**src/rtl/imem_loader_pkg.sv**
```systemverilog
// Shared types and constants for the boot-time instruction-memory loader.
// Width macros default here when no def.h has defined them first.
`ifndef IMEM_ADDR_W
`define IMEM_ADDR_W 5
`endif
`ifndef INST_W
`define INST_W 32
`endif

package imem_loader_pkg;

    typedef enum logic [1:0] {
        IDLE  = 2'd0,
        RECV  = 2'd1,
        WRITE = 2'd2,
        DONE  = 2'd3
    } state_t;

    localparam int BYTES_PER_INST = 4;

endpackage

```
**src/rtl/imem_loader.sv**
```systemverilog
// Assembles a little-endian byte stream into instructions, writes them from
// address 0 upward, and holds the core in reset until the load finishes.
module imem_loader #(
    parameter int IMEM_ADDR_W = `IMEM_ADDR_W,
    parameter int INST_W      = `INST_W
) (
    input  logic                   clk,
    input  logic                   reset,
    input  logic                   start,
    input  logic [IMEM_ADDR_W:0]   word_count,
    input  logic                   byte_valid,
    input  logic [7:0]             byte_data,
    output logic                   byte_ready,
    output logic                   imem_we,
    output logic [IMEM_ADDR_W-1:0] imem_waddr,
    output logic [INST_W-1:0]      imem_wdata,
    output logic                   core_reset_n,
    output logic                   busy,
    output logic                   done,
    output logic                   err
);
    import imem_loader_pkg::*;

    localparam logic [IMEM_ADDR_W:0] DEPTH     = (IMEM_ADDR_W+1)'(2**IMEM_ADDR_W);
    localparam logic [IMEM_ADDR_W:0] COUNT_ONE = (IMEM_ADDR_W+1)'(1);
    localparam logic [1:0]           LAST_BYTE = 2'(BYTES_PER_INST - 1);

    state_t                 state_q, state_d;
    logic [IMEM_ADDR_W:0]   count_q;
    logic [IMEM_ADDR_W-1:0] addr_q;
    logic [1:0]             byte_idx_q;
    logic [INST_W-1:0]      word_q;
    logic                   err_q;
    logic                   released_q;

    logic count_ok;
    logic last_word;

    assign count_ok  = (word_count != '0) && (word_count <= DEPTH);
    assign last_word = ({1'b0, addr_q} == (count_q - COUNT_ONE));

    always_comb begin
        state_d = state_q;
        case (state_q)
            IDLE:  if (start && count_ok) state_d = RECV;
            RECV:  if (byte_valid && (byte_idx_q == LAST_BYTE)) state_d = WRITE;
            WRITE: state_d = last_word ? DONE : RECV;
            DONE:  state_d = IDLE;
            default: state_d = IDLE;
        endcase
    end

    always_ff @(posedge clk or negedge reset) begin
        if (!reset) begin
            state_q    <= IDLE;
            count_q    <= '0;
            addr_q     <= '0;
            byte_idx_q <= '0;
            word_q     <= '0;
            err_q      <= 1'b0;
            released_q <= 1'b0;
        end else begin
            state_q <= state_d;
            err_q   <= (state_q == IDLE) && start && !count_ok;
            case (state_q)
                IDLE: begin
                    if (start && count_ok) begin
                        count_q    <= word_count;
                        addr_q     <= '0;
                        byte_idx_q <= '0;
                        released_q <= 1'b0;
                    end
                end
                RECV: begin
                    // Shift in from the top so byte 0 lands in bits [7:0] after four bytes.
                    if (byte_valid) begin
                        word_q     <= {byte_data, word_q[INST_W-1:8]};
                        byte_idx_q <= byte_idx_q + 2'd1;
                    end
                end
                WRITE: begin
                    if (!last_word) begin
                        addr_q     <= addr_q + IMEM_ADDR_W'(1);
                        byte_idx_q <= '0;
                    end
                end
                DONE: released_q <= 1'b1;
                default: ;
            endcase
        end
    end

    // Outputs decode from registered state only.
    assign byte_ready   = (state_q == RECV);
    assign imem_we      = (state_q == WRITE);
    assign imem_waddr   = addr_q;
    assign imem_wdata   = word_q;
    assign core_reset_n = released_q || (state_q == DONE);
    assign busy         = (state_q == RECV) || (state_q == WRITE);
    assign done         = (state_q == DONE);
    assign err          = err_q;

endmodule

```
**config.mk**
```make
export PLATFORM = sky130hd
export DESIGN_NAME = imem_loader
export DESIGN_NICKNAME = d
export VERILOG_FILES = /design/src/rtl/imem_loader_pkg.sv /design/src/rtl/imem_loader.sv
export SDC_FILE = /design/constraint.sdc
export NUM_CORES = 1
export LEC_CHECK = 0
export CELL_PAD_IN_SITES_DETAIL_PLACEMENT = 0
export CELL_PAD_IN_SITES_GLOBAL_PLACEMENT = 1
export CORE_UTILIZATION = 40
export CTS_CLUSTER_SIZE = 8
export DETAILED_ROUTE_END_ITERATION = 6
export HOLD_SLACK_MARGIN = 0.1
export PLACE_DENSITY_LB_ADDON = 0.1
export SETUP_SLACK_MARGIN = 0.02
export SLEW_MARGIN = 20
export SYNTH_ARGS = -nofsm -noshare
export SYNTH_HDL_FRONTEND = slang
export SYNTH_SLANG_ARGS = --single-unit
```
**constraint.sdc**
```tcl
create_clock -name clk -period 5.2 [get_ports clk]
set_input_delay 1.04 -clock clk [delete_from_list [all_inputs] [get_ports clk]]
set_output_delay 1.04 -clock clk [all_outputs]
set_load 0.02 [all_outputs]
```
After elaboration in Yosys (flattened, before gate mapping):

Index checks and enable logic that the tools add are counted.

* add/subtract/negate cells: 3
* order comparisons: 1
* eq/ne operators: 9
* mux-type cells: 13
* reductions and logical operators: 19

Operator list (number)
* two-way mux 2 bit: 6
* two-way mux 5 bit: 2
* case mux 5 bit (2 select lines): 1
* case mux 2 bit (4 select lines): 1
* AND reduction 2 bit: 4
* equality test 2 bit (second input constant): 3
* equality test 5 x 6 -> 1 bit: 1
* <= comparator 6 bit (second input constant): 1
* case mux 2 bit (3 select lines): 1
* nonzero test 6 bit: 1
* subtractor 6 x 1 -> 6 bit (second input constant): 1
* adder 5 x 1 -> 5 bit (second input constant): 1
* logical AND 1 bit: 5
* != test 2 x 1 -> 1 bit (second input constant): 2
* != test 2 bit (second input constant): 2
* AND reduction 4 bit: 1
* nonzero test 2 bit: 2
* AND reduction 3 bit: 1
* nonzero test 3 bit: 1
* adder 2 x 1 -> 2 bit (second input constant): 1
* equality test 2 x 1 -> 1 bit (second input constant): 1
* logical NOT 2 bit: 1
* logical OR 1 bit: 2
* case mux 1 bit (2 select lines): 1
* other kinds (2): 2

* bits in registers: 49
* bits of input ports: 18
* output and inout bits: 43

Logic depth before layout (Yosys ltp):

* word-level depth: 5
* gate-level depth with buffers: 7
* gate-level depth less buffers: 7

Worst setup path before layout:

Ideal clock, no wire load.

* kind: input to register
* start point: input port word_count[0]
* end point: register byte_idx_q[0]
* arrival time: 2.623 ns
* required time: 5.113 ns
* slack: 2.490 ns
* stages on the path: 5
* buffers on the path: 0
* path through: or4_4 or3_4 a31o_1 a2111o_1 o211ai_1

* cells in the longest elaborated chain, start to end: 5

Ends and longest elaborated chain
* from (decl): RTL line imem_loader.sv:10 `input logic [IMEM_ADDR_W:0] word_count,`
* <= comparator 6 bit / nonzero test 6 bit (equally long branches): RTL line imem_loader.sv:39 `assign count_ok = (word_count != '0) && (word_count <= DEPTH);`
* logical AND 1 bit *: RTL line imem_loader.sv:39
* logical AND 1 bit *: RTL line imem_loader.sv:67 `if (start && count_ok) begin`
* != test 2 x 1 -> 1 bit (no source line) *
* AND reduction 4 bit (no source line) *
* to (signal assigned): RTL line imem_loader.sv:78 `byte_idx_q <= byte_idx_q + 2'd1;`
* to (decl): RTL line imem_loader.sv:31 `logic [1:0] byte_idx_q;`

Mark *: on every way between the ends. The rest lies on a longest branch, timed or not.
A chain may end at the register's enable or synchronous reset.

Final worst setup path:

* start point: register state_q[0]
* end point: output port imem_we

* cells in the longest elaborated chain, start to end: 1

Ends and longest elaborated chain
* from (decl): RTL line imem_loader.sv:28 `state_t state_q, state_d;`
* from (signal assigned): RTL line imem_loader.sv:63 `state_q <= state_d;`
* equality test 2 bit: RTL line imem_loader.sv:95 `assign imem_we = (state_q == WRITE);`
* to (decl): RTL line imem_loader.sv:14 `output logic imem_we,`

No other way between the ends.

==> out/qor.yml <==
max_stage_delay_ns: 0.66
via_count: 1630
drive_above_1_share_pct: 21.8
multi_input_comb_area_um2: 991
min_path_type: "reg2reg"
critPathKind: "reg2out"
powerDensity_nw_per_um2: 683
final_core_util_pct: 56.1
yosys_warnings: 0
io_pins: 61
endpoint_kind: "primary output"
drv_slew: 0
period_share_pct: 55.9
async_flop_share_pct: 100
postSynthNetCount: 208
ys_types: 41
drt_wl_total_um: 4650
final.min_clock_period_ns: 2.91
gp_congestion: 0.721
ys_seq_area_share_pct: 53.7
fill_cells: 503
vias_per_cell: 5.09
fp.coreArea_um2: 5510
numCtsBuffers: 5
die_y_um: 77.6
track_usage_pct: 16.8
final-seq-area_um2: 1230
chipWidth_um: 77.6
synth_area_um2: 2280
hold_buffers: 0
drt-pass1-iter-count: 4
nNetsFinal: 273
hold_violations: 0
worstPathMaxFanout: 8
start_util_pct: 41.5
htree_levels: 2
cp.required_ns: 4.16
fin_total_pwr_mw: 2.11
clk_path_buf_depth: 2
max_cap_viol_count: 0
antenna_found_initial: 0
netlist_instances: 182
die-area_um2: 6020
ys_ff_latch: 49
cts_tree: "yes"
fmax_mhz: 344
portBuffers: 60
worst_pin_slew_ns: 0.642
grt_overflow: 0
avgRoutedWirePerCell_um: 14.5
p_leak_nw: 1.30
fin_tns_setup_ns: 0
grt_pass1_vias: 1639
hpwl_um: 3310
rows: 27
synth_edf_count: 0
cts_root_buf: "clkbuf_8"
drt-initial-drc-count: 42
antenna_cells: 0
syn_avg_cell_area_um2: 12.6
ys.flop_type: "dfrtp_1"
area_growth_pct: 35.1
status: "finished clean"
finalSetupViolations: 0
postCtsSetupBuffers: 0
grt_pass1_wl_um: 7840
slowest_stage: "clkdlybuf4s50_1"
clkSinkCount: 49
ant_nets: 0
arrival_ns: 1.87
ctsResizeCount: 0
clk_latency_ns: 0.31
cp_cell_sequence: "inv_1, ha_1, clkdlybuf4s50_1"
skew_ns: 0.00844
drcViolationCount: 0
slew_headroom_pct: 57.2
clk_pin_slew_worst_paths_ns: 0.09
grt_max_degree: 50
rsz0062_at_grt: "false"
vdd_drop_max_uv: 295
crit_path_start_kind: "register"
logic make-up after synthesis:
group                    Yosys count  share of synthesized area (%)
adder cells (fa/ha/maj)            8                           4.38
XOR/XNOR                           7                           2.68
flip-flops                        49                           53.7
multiplexers                      38                           18.7
AO/OA/AOI/OAI                     26                           8.71
AND/OR/NAND/NOR                   36                           8.87
buffers and inverters             18                           2.96
path summary, 6_finish.rpt:
path / startpoint / endpoint / slack (ns) / cells past startpoint
max: state_q[0]$_DFFE_PN0P_ / imem_we / 2.29 / 3
min: imem_wdata[7]$_DFFE_PN0P_ / imem_wdata[7]$_DFFE_PN0P_ / 0.51 / 1
max reg2reg: state_q[0]$_DFFE_PN0P_ / imem_waddr[4]$_DFFE_PN0P_ / 2.98 / 7
min reg2reg: imem_wdata[7]$_DFFE_PN0P_ / imem_wdata[7]$_DFFE_PN0P_ / 0.51 / 1
max in group asynchronous: reset / imem_wdata[20]$_DFFE_PN0P_ / 3.93 / 2
min in group asynchronous: reset / imem_wdata[19]$_DFFE_PN0P_ / 0.83 / 2
worst max-delay path, delay by kind of cell, from the launching register on:
| kind | cells | cell delay, ns |
|---|---|---|
| flip-flops | 1 | 0.45 |
| adder cells (fa/ha/maj) | 1 | 0.34 |
| buffers and inverters | 2 | 0.77 |
area by class of cell:
type / count / share of cell area, %
clock inverter: 3 / 1.54
timing repair buffer: 62 / 19.8
multi-input combinational: 115 / 32.1
sequential: 49 / 39.7
inverter: 14 / 1.70
tap: 72 / 2.92
clock buffer: 5 / 2.23
report_power, final:
group          internal (mW)  switching [mW]  leakage (nW)  total [mW]
clock                  0.147           0.138        0.0591       0.285
sequential             0.566           0.159         0.600       0.725
combinational          0.571           0.527         0.643        1.10
total                   1.28           0.824          1.30        2.11
synth_stat cells (2+ instances only):
| cell type | count | share of area [%] |
|---|---|---|
| xnor2_1 | 5 | 1.9 |
| nand3_1 | 6 | 1.3 |
| o2111ai_1 | 2 | 0.77 |
| nor2b_1 | 3 | 0.82 |
| or2_1 | 2 | 0.55 |
| buf_1 | 3 | 0.49 |
| dfrtp_1 | 49 | 54 |
| nor3_1 | 3 | 0.66 |
| o21ai_0 | 3 | 0.66 |
| ha_1 | 8 | 4.4 |
| o221ai_1 | 2 | 0.77 |
| a21oi_1 | 2 | 0.44 |
| or3_1 | 2 | 0.55 |
| o211ai_1 | 2 | 0.66 |
| o31ai_1 | 2 | 0.66 |
| inv_1 | 14 | 2.3 |
| mux2_2 | 38 | 19 |
| nor2_1 | 4 | 0.66 |
| xor2_1 | 2 | 0.77 |
| nand2_1 | 7 | 1.2 |
| nand4_1 | 2 | 0.55 |
| a31oi_1 | 2 | 0.55 |
stage by stage:
step | worst slack [ns] | hold WS (ns) | cell area (um^2) | std cells
3_3_place_gp | 2.00 | 0.488 | 2970 | 312
5_1_grt | 2.17 | 0.527 | 3090 | 320
2_1_floorplan | 2.49 | 0.493 | 2280 | 182
6_report | 2.29 | 0.510 | 3090 | 320
3_5_place_dp | 1.97 | 0.492 | 2970 | 312
4_1_cts | 2.26 | 0.515 | 3090 | 320
cells in the final DEF (no fill, tap or decap), types with 2 or more instances in the layout:
master	n
nand3_1	6
inv_1	14
nor2_1	4
nand2_1	7
o21ai_0	3
xnor2_1	5
clkbuf_8	5
nor2b_1	3
a31oi_1	2
a21oi_1	2
nand4_1	2
dfrtp_1	49
nor3_1	3
o2111ai_1	2
mux2_2	38
o211ai_1	2
xor2_1	2
o31ai_1	2
buf_4	2
or3_1	2
ha_1	8
clkdlybuf4s50_1	59
inv_6	2
o221ai_1	2
or2_1	2
state kept, by name, summed over array words and instances, names as in the netlist:
name,flops
count_q,6
state_q,2
imem_waddr,5
released_q,1
imem_wdata,32
byte_idx_q,2
err,1
metal layers:
| layer | track usage, % | share of wire (%) | vias up |
|---|---|---|---|
| met4 | 5.66 | 1.3 | 0 |
| met3 | 5.06 | 5.1 | 6 |
| met5 | 0 | 0 | - |
| li1 | - | - | 784 |
| met1 | 19.9 | 45 | 804 |
| met2 | 28.8 | 49 | 36 |
Note: power is estimated with default switching activity, not from simulation.
